==> config.mk <==
export PLATFORM = sky130hd
export DESIGN_NAME = multiport_reg_file
export DESIGN_NICKNAME = d
export VERILOG_FILES = /design/src/rtl/mrf_pkg.sv /design/src/rtl/mrf_scoreboard.sv /design/src/rtl/multiport_reg_file.sv
export SDC_FILE = /design/constraint.sdc
export NUM_CORES = 1
export LEC_CHECK = 0
export CORE_MARGIN = 2
export CORE_UTILIZATION = 35
export DETAILED_ROUTE_END_ITERATION = 8
export HOLD_SLACK_MARGIN = 0.06
export PLACE_DENSITY = 0.55
export SETUP_SLACK_MARGIN = 0.5
export SYNTH_ARGS = -nofsm -noshare
export SYNTH_HDL_FRONTEND = slang
export SYNTH_SLANG_ARGS = --single-unit
==> constraint.sdc <==
create_clock -name clk -period 3.8 [get_ports clk]
set_clock_uncertainty 0.1 [all_clocks]
set_input_delay 0.38 -clock clk [delete_from_list [all_inputs] [get_ports clk]]
set_output_delay 0.38 -clock clk [all_outputs]
set_load 0.02 [all_outputs]
==> src/rtl/mrf_pkg.sv <==
// Shared types and helpers for the multiport register file.
package mrf_pkg;

    typedef enum logic [0:0] {
        INIT = 1'b0,
        RUN  = 1'b1
    } state_t;

    // Number of entries for a given address width.
    function automatic int unsigned depth_of(input int unsigned aw);
        return 32'd1 << aw;
    endfunction

    // Low bit index of port 'port' inside a packed bus of 'w'-bit lanes.
    function automatic int unsigned lsb_of(input int unsigned port, input int unsigned w);
        return port * w;
    endfunction

endpackage

==> src/rtl/mrf_scoreboard.sv <==
// Pending-write scoreboard: issue sets a bit, writeback clears it, set wins.
module mrf_scoreboard
    import mrf_pkg::*;
#(
    parameter int unsigned ADDR_W   = 5,
    parameter int unsigned ZERO_REG = 1
) (
    input  logic                             clk,
    input  logic                             rst_n,
    input  logic                             run,
    input  logic                             iss_en,
    input  logic [ADDR_W-1:0]                iss_addr,
    input  logic                             wr_en,
    input  logic [ADDR_W-1:0]                wr_addr,
    output logic [depth_of(ADDR_W)-1:0]      pending
);

    localparam int unsigned DEPTH = depth_of(ADDR_W);
    localparam logic [DEPTH-1:0] ONE = DEPTH'(1);

    logic [DEPTH-1:0] set_vec;
    logic [DEPTH-1:0] clr_vec;
    logic [DEPTH-1:0] pending_next;

    // Next pending vector: clear first, then set so a new producer wins.
    always_comb begin
        set_vec      = '0;
        clr_vec      = '0;
        if (run && iss_en) begin
            set_vec = ONE << iss_addr;
        end
        if (run && wr_en) begin
            clr_vec = ONE << wr_addr;
        end
        pending_next = (pending & ~clr_vec) | set_vec;
        if (ZERO_REG != 0) begin
            pending_next[0] = 1'b0;
        end
    end

    // Pending register with synchronous reset.
    always_ff @(posedge clk) begin
        if (!rst_n) begin
            pending <= '0;
        end else begin
            pending <= pending_next;
        end
    end

endmodule

==> src/rtl/multiport_reg_file.sv <==
// Multiport register file with init sweep, hazard scoreboard and registered reads.
// Optional macro REGFILE_BYPASS_EN: same-cycle read of the written entry returns
// the new data (write-first); otherwise reads return the old value (read-first).
module multiport_reg_file
    import mrf_pkg::*;
#(
    parameter int unsigned DATA_W   = 32,
    parameter int unsigned ADDR_W   = 5,
    parameter int unsigned NUM_RD   = 2,
    parameter int unsigned ZERO_REG = 1
) (
    input  logic                             clk,
    input  logic                             rst_n,
    output logic                             ready,
    input  logic [NUM_RD-1:0]                rd_en,
    input  logic [NUM_RD*ADDR_W-1:0]         rd_addr,
    output logic [NUM_RD*DATA_W-1:0]         rd_data,
    output logic [NUM_RD-1:0]                rd_valid,
    output logic [NUM_RD-1:0]                rd_hazard,
    input  logic                             wr_en,
    input  logic [ADDR_W-1:0]                wr_addr,
    input  logic [DATA_W-1:0]                wr_data,
    input  logic                             iss_en,
    input  logic [ADDR_W-1:0]                iss_addr,
    output logic [depth_of(ADDR_W)-1:0]      pending
);

    localparam int unsigned DEPTH = depth_of(ADDR_W);
    localparam logic [ADDR_W-1:0] LAST_ADDR = ADDR_W'(DEPTH - 1);

    state_t            state;
    state_t            state_next;
    logic [ADDR_W-1:0] clear_ptr;

    logic              run_c;
    logic              mem_we_c;
    logic [ADDR_W-1:0] mem_waddr_c;
    logic [DATA_W-1:0] mem_wdata_c;

    logic [DATA_W-1:0] mem [DEPTH];

    logic [ADDR_W-1:0] rd_addr_c [NUM_RD];
    logic [DATA_W-1:0] rd_word_c [NUM_RD];
    logic              rd_haz_c  [NUM_RD];

    // State register.
    always_ff @(posedge clk) begin
        if (!rst_n) begin
            state <= INIT;
        end else begin
            state <= state_next;
        end
    end

    // Next state: sweep every entry once, then run until reset.
    always_comb begin
        state_next = state;
        case (state)
            INIT:    if (clear_ptr == LAST_ADDR) state_next = RUN;
            RUN:     state_next = RUN;
            default: state_next = INIT;
        endcase
    end

    // Outputs: storage write port is the sweep in INIT, writeback in RUN.
    always_comb begin
        run_c       = 1'b0;
        mem_we_c    = 1'b0;
        mem_waddr_c = clear_ptr;
        mem_wdata_c = '0;
        case (state)
            INIT: begin
                mem_we_c = 1'b1;
            end
            RUN: begin
                run_c       = 1'b1;
                mem_we_c    = wr_en && !((ZERO_REG != 0) && (wr_addr == '0));
                mem_waddr_c = wr_addr;
                mem_wdata_c = wr_data;
            end
            default: ;
        endcase
    end

    // Sweep pointer advances only while initialising.
    always_ff @(posedge clk) begin
        if (!rst_n) begin
            clear_ptr <= '0;
        end else if (state == INIT) begin
            clear_ptr <= clear_ptr + ADDR_W'(1);
        end
    end

    // Ready follows RUN by one cycle.
    always_ff @(posedge clk) begin
        if (!rst_n) begin
            ready <= 1'b0;
        end else begin
            ready <= run_c;
        end
    end

    // Storage array; writes are suppressed while reset is asserted.
    always_ff @(posedge clk) begin
        if (rst_n && mem_we_c) begin
            mem[mem_waddr_c] <= mem_wdata_c;
        end
    end

    mrf_scoreboard #(
        .ADDR_W   (ADDR_W),
        .ZERO_REG (ZERO_REG)
    ) u_scoreboard (
        .clk      (clk),
        .rst_n    (rst_n),
        .run      (run_c),
        .iss_en   (iss_en),
        .iss_addr (iss_addr),
        .wr_en    (wr_en),
        .wr_addr  (wr_addr),
        .pending  (pending)
    );

    // Per-port read value and hazard, including zero-register and bypass handling.
    always_comb begin
        for (int unsigned i = 0; i < NUM_RD; i++) begin
            rd_addr_c[i] = rd_addr[lsb_of(i, ADDR_W) +: ADDR_W];
            rd_word_c[i] = mem[rd_addr_c[i]];
            rd_haz_c[i]  = pending[rd_addr_c[i]];
`ifdef REGFILE_BYPASS_EN
            if (wr_en && (wr_addr == rd_addr_c[i])) begin
                rd_word_c[i] = wr_data;
                rd_haz_c[i]  = iss_en && (iss_addr == rd_addr_c[i]);
            end
`endif
            if ((ZERO_REG != 0) && (rd_addr_c[i] == '0)) begin
                rd_word_c[i] = '0;
                rd_haz_c[i]  = 1'b0;
            end
        end
    end

    // Registered read ports; data holds when a port is idle.
    always_ff @(posedge clk) begin
        if (!rst_n) begin
            rd_valid  <= '0;
            rd_hazard <= '0;
            rd_data   <= '0;
        end else begin
            for (int unsigned i = 0; i < NUM_RD; i++) begin
                if (run_c && rd_en[i]) begin
                    rd_valid[i]                           <= 1'b1;
                    rd_hazard[i]                          <= rd_haz_c[i];
                    rd_data[lsb_of(i, DATA_W) +: DATA_W] <= rd_word_c[i];
                end else begin
                    rd_valid[i]  <= 1'b0;
                    rd_hazard[i] <= 1'b0;
                end
            end
        end
    end

endmodule

; ---- Yosys cells after proc, flatten, opt, wreduce, memory -nomap -nowiden
; Memory sizes are Yosys's and may differ from the RTL's.
; Cells that the tools add are included.
[op_classes]
magnitude_cmp = 2
div_mod_pow = 0
n_bitwise = 7
n_reduce_logical = 12
n_eq_ne = 1
multipliers = 0
add_sub_neg = 1
shift = 2
mux = 18
[ops]
columns = op, n
row1 = 32-bit 2-to-1 mux, 5
row2 = "1-bit by 5-bit << shifter with 32-bit output, first input constant", 2
row3 = 32-bit bitwise AND, 1
row4 = 32-bit NOT, 1
row5 = 32-bit bitwise OR, 1
row6 = 5-bit logical NOT, 3
row7 = "5-bit by 6-bit less-than comparator with 1-bit output, second input constant", 2
row8 = 1-bit binary-select mux with 5-bit select, 2
row9 = 1-bit 2-to-1 mux, 8
row10 = 1-bit logical AND, 6
row11 = 3-bit OR reduction, 2
row12 = "5-bit by 1-bit adder with 5-bit output, second input constant", 1
row13 = "5-bit == test, second input constant", 1
row14 = 5-bit 2-to-1 mux, 1
row15 = 1-bit NOT, 4
row16 = 1-bit one-hot mux with 2 select lines, 2
row17 = 1-bit logical NOT, 1
[word_totals]
latchBits = 0
ramBits = 1024
in_bits = 58
romBits = 0
memories = 1
reg_bits = 107
[mem_list]
columns = name, depth, width, rd, rd_ports_with_merged_regs, wr, line
row1 = mem, 32, 32, 2, 0, 1, multiport_reg_file.sv:40  ; logic [DATA_W-1:0] mem [DEPTH];

; ---- Longest topological paths before layout
[logic_depth]
depth_word = 7
depth_mapped = 10
ltp_nobuf = 5

; ---- Hierarchy
; Synthesis repeated with hierarchy kept, for this count alone.
[hier_totals]
hier_cells = 2885
area_unflattened_um2 = 51968.6
[by_module_without_submodules]
columns = module, n_inst, cells_per_inst, area_each_um2
row1 = multiport_reg_file, 1, 2747, 50612.3
row2 = mrf_scoreboard, 1, 138, 1356.3

; ---- Worst setup path before layout
; No wires, ideal clock.
[synth_path]
kind = register -> register
from = register state
to = memory mem[25][0] (enable)
path_stages_with_launch = 8
path_buffers = 3
setup_slack_ps = 345
arrival_ps = 2933
path_cell_list = dfxtp_1 > clkbuf_1 > clkbuf_1 > clkbuf_1 > nand3_1 > o21ai_0 > nand2_1 > nor2_1
[synth_via]
elab_chain_cells = 5
word_cells_on_any_way = 6
cone_classes = mux: 4 / bitwise: 1 / reduce/logical: 1
[synth_lines]
columns = element, line
row1 = start: declaration, multiport_reg_file.sv:31  ; state_t state;
row2 = start signal: assignment, multiport_reg_file.sv:51  ; state <= state_next;
row3 = 1-bit NOT, multiport_reg_file.sv:71  ; case (state)
row4 = 1-bit one-hot mux with 2 select lines, multiport_reg_file.sv:71
row5 = 1-bit logical AND, multiport_reg_file.sv:105  ; if (rst_n && mem_we_c) begin
row6 = 1-bit 2-to-1 mux, multiport_reg_file.sv:105
row7 = 1-bit 2-to-1 mux (not written as such), multiport_reg_file.sv:106  ; mem[mem_waddr_c] <= mem_wdata_c;
row8 = end: declaration, multiport_reg_file.sv:40
; Parallel ways exist; a longest one is shown, timed or not.

; ---- Worst setup path in the final report
[layout_path]
from = register state
to = memory mem[12][3] (enable)
; Same word-level chain as after synthesis.

==> impl_metrics.json <==
{
  "firstDrtPassIters": 6,
  "slowest_delay_ns": 0.72,
  "clock-sinks": 1130,
  "synthFlopType": "edfxtp_1",
  "hold_path_class": "in2reg",
  "grt_pass1_vias": 32495,
  "p_per_area_nw_per_um2": 443,
  "nets": 3185,
  "crit_family": "simple AND/OR/NAND/NOR gates",
  "start_kind": "flop",
  "irDropWorstVdd_v": 0.000374,
  "overflow": 0,
  "synth_compound_area_share_pct": 6.13,
  "period_share_pct": 80.7,
  "postSynthAreaPerCell_um2": 18.1,
  "grt_max_degree": 68,
  "utilization_pct": 41.3,
  "cts_resized": 0,
  "drv_cap": 0,
  "synth-simple-area-share_pct": 3.16,
  "first_iter_violations": 4072,
  "cts_inserted_buffers": 119,
  "synth_cell_types": 59,
  "drc": 0,
  "io_buffers": 157,
  "h-tree-depth": 3,
  "multi_input_area_um2": 18100,
  "crit_path_cell_trace": "mux2i_1 -> nand2_1 -> or2_2 -> nor2_4 -> buf_4",
  "fill_cells": 13049,
  "synthAdderAreaFrac_pct": 0.0482,
  "max_slew.worst_pin.slew_ns": 1.15,
  "fin_crit_ns": 3.07,
  "status": "finished clean",
  "leakage_nw": 20.1,
  "clock_path_buffers": 3,
  "synth_top_family_by_area": "multiplexers",
  "syn2layout_area_growth_pct": 17.3,
  "synth_warnings": 0,
  "drive_gt1_share_pct": 29.2,
  "synth_cells": 2865,
  "viasPerCell": 6.12,
  "synth-async-reset-ratio_pct": 0,
  "seq_area_um2": 32900,
  "grt_pass1_wl_um": 247000,
  "syn_nets": 2925,
  "vias": 31540,
  "synth-xor-area-share_pct": 0.0337,
  "row_count": 141,
  "post-place-ws_ns": 0.355,
  "end_kind": "flop",
  "ant_nets": 0,
  "setup_ws_ns": 0.735,
  "start_util_pct": 35.2,
  "required_ns": 4.08,
  "muxShareOfSynthArea_pct": 24.9,
  "path_clk_slew_ns": 0.06,
  "wl_per_cell_um": 33.9,
  "synth_edf_count": 1024,
  "die-area_um2": 151000,
  "gp_congestion": 0.876,
  "grt_usage_pct": 23.0,
  "cts_tree": "done",
  "dieWidth_um": 389,
  "routed_wl_um": 175000,
  "relSlewSlack_pct": 23.1,
  "diodes": 0,
  "holdWs_ns": 0.121,
  "crit_type": "reg2reg",
  "clock_latency_ns": 0.75,
  "path_max_fanout": 22,
  "critPathArrivalTime_ns": 3.35,
  "core-area_um2": 147000,
  "io_pins": 159,
  "setup_violations": 0,
  "synthesis.area_um2": 51900,
  "antenna_found_initial": 6,
  "maxSlewViolCount": 0,
  "fin_tns_setup_ns": 0,
  "dp_hpwl_um": 110000,
  "ys_ff_latch": 1130,
  "dieHeight_um": 389,
  "timing_hold_violations_final": 0,
  "rsz0062_at_grt": "false",
  "crit_slowest_cell": "nor2_4",
  "finalPower_mw": 27.0,
  "max_freq_mhz": 326,
  "ys_seq_area_share_pct": 63.3,
  "critPathBufInv": 1,
  "cts-root-buf": "clkbuf_16"
}
## synth_stat cells, types with 8 or more instances
cell	instances	share of area (%)
a211oi_1	24	0.35
a21boi_0	31	0.45
a21oi_1	78	0.75
a221o_1	18	0.35
a221oi_1	31	0.52
a22o_1	28	0.47
a22oi_1	43	0.62
a32o_1	27	0.52
and2_1	40	0.48
buf_1	12	0.087
buf_2	57	0.55
buf_4	38	0.55
buf_6	12	0.26
clkbuf_1	101	0.73
dfxtp_1	106	4.1
edfxtp_1	1024	59
inv_1	13	0.094
mux2_2	47	1.0
mux2i_1	215	4.1
mux4_2	454	20
nand2_1	138	1.0
nand2b_1	10	0.12
nand3_1	13	0.13
nand4_1	11	0.13
nor2_1	52	0.38
nor3_1	12	0.12
o21ai_0	69	0.67
o221ai_1	58	0.98
o22ai_1	8	0.096
or3_1	13	0.16
## metal layers
| metal | up-vias | share of wire, % | global-route usage [%] |
|---|---|---|---|
| met5 | - | 0.0046 | 0 |
| met4 | 2 | 3.9 | 8.68 |
| met3 | 347 | 7.6 | 3.68 |
| met2 | 1603 | 49 | 38.2 |
| met1 | 16937 | 40 | 30.3 |
| li1 | 12651 | - | - |
## sequential cells by signal (all words and copies together), names as in the netlist
signal,count
mem,1024
rd_data,64
u_scoreboard.pending,31
clear_ptr,5
rd_hazard,2
rd_valid,2
ready,1
state,1
## layout by cell type (no fill, tap or decap), types with 7 or more instances in the layout
cell / netlist / routed
edfxtp_1: 1024 / 1024
mux4_2: 454 / 454
mux2i_1: 215 / 215
buf_4: 38 / 172
clkdlybuf4s50_1: 0 / 146
nand2_1: 138 / 138
clkbuf_16: 0 / 121
dfxtp_1: 106 / 105
a21oi_1: 78 / 78
o21ai_0: 69 / 69
o221ai_1: 58 / 58
mux2_2: 47 / 47
a22oi_1: 43 / 43
and2_1: 40 / 39
buf_12: 1 / 37
nor2_4: 0 / 34
a221oi_1: 31 / 31
a21boi_0: 31 / 31
clkbuf_1: 101 / 30
a22o_1: 28 / 28
a32o_1: 27 / 27
a211oi_1: 24 / 24
clkinv_2: 0 / 22
clkinv_1: 2 / 21
nor2_1: 52 / 18
a221o_1: 18 / 18
nand3_1: 13 / 13
inv_1: 13 / 12
nor3_1: 12 / 12
or3_1: 13 / 12
clkbuf_8: 0 / 12
bufinv_16: 0 / 12
nand4_1: 11 / 11
nand2b_1: 10 / 10
o22ai_1: 8 / 8
and3_1: 7 / 7
and4_1: 7 / 7
o21a_1: 7 / 7
## logic make-up (layout without fill, tap and decap cells)
kind of cell	after synthesis	in the layout
flip-flops	1130	1130
multiplexers	716	716
AO/OA/AOI/OAI	440	440
AND/OR/NAND/NOR	333	333
buffers and inverters	241	603
adder cells (fa/ha/maj)	2	2
XOR/XNOR	2	2
other	1	1
## cell type report
class	instances	share of cell area, %
Clock buffer	163	5.43
Clock inverter	60	1.01
Inverter	16	0.0986
Multi-Input combinational cell	1494	29.6
Sequential cell	1130	54.0
Tap cell	1930	3.96
Timing Repair Buffer	364	5.88
## worst min-delay path: cells and delay by family
kind | cells | cell delay [ns]
and+or+nand+nor | 3 | 0.26
buffers and inverters | 1 | 0.22
AOI/OAI and AO/OA | 1 | 0.04
## stage by stage
step,cells,area [µm²]
5_1_grt,5157,60900
3_5_place_dp,4933,57000
4_1_cts,5157,60900
2_1_floorplan,2865,51900
6_report,5157,60900
3_3_place_gp,4933,57000
## where the power goes
| part | total (mW) | internal, mW | switching, mW |
|---|---|---|---|
| sequential | 13.5 | 13.4 | 0.0325 |
| clock | 11.8 | 6.86 | 4.98 |
| combinational | 1.66 | 0.666 | 0.996 |
| total | 27.0 | 21.0 | 6.01 |
## path summary, 6_finish.rpt
path,start,end,slack [ns],cells after the start
setup reg to reg,state$_SDFF_PN0_,mem[12][3]$_DFFE_PP_,0.73,5
hold reg to reg,rd_data[61]$_SDFFE_PN0N_,rd_data[61]$_SDFFE_PN0N_,0.38,1
setup / recovery,state$_SDFF_PN0_,mem[12][3]$_DFFE_PP_,0.73,5
hold / removal,rd_addr[2],rd_data[29]$_SDFFE_PN0N_,0.12,5
## timing repair
| item | CTS | global route |
|---|---|---|
| setup endpoints to repair | 0 | 0 |
| buffers inserted | 0 | 0 |
| hold buffers | 1 | 0 |
| hold endpoints to repair | 7 | 0 |
(Power assumes the default switching activity.)
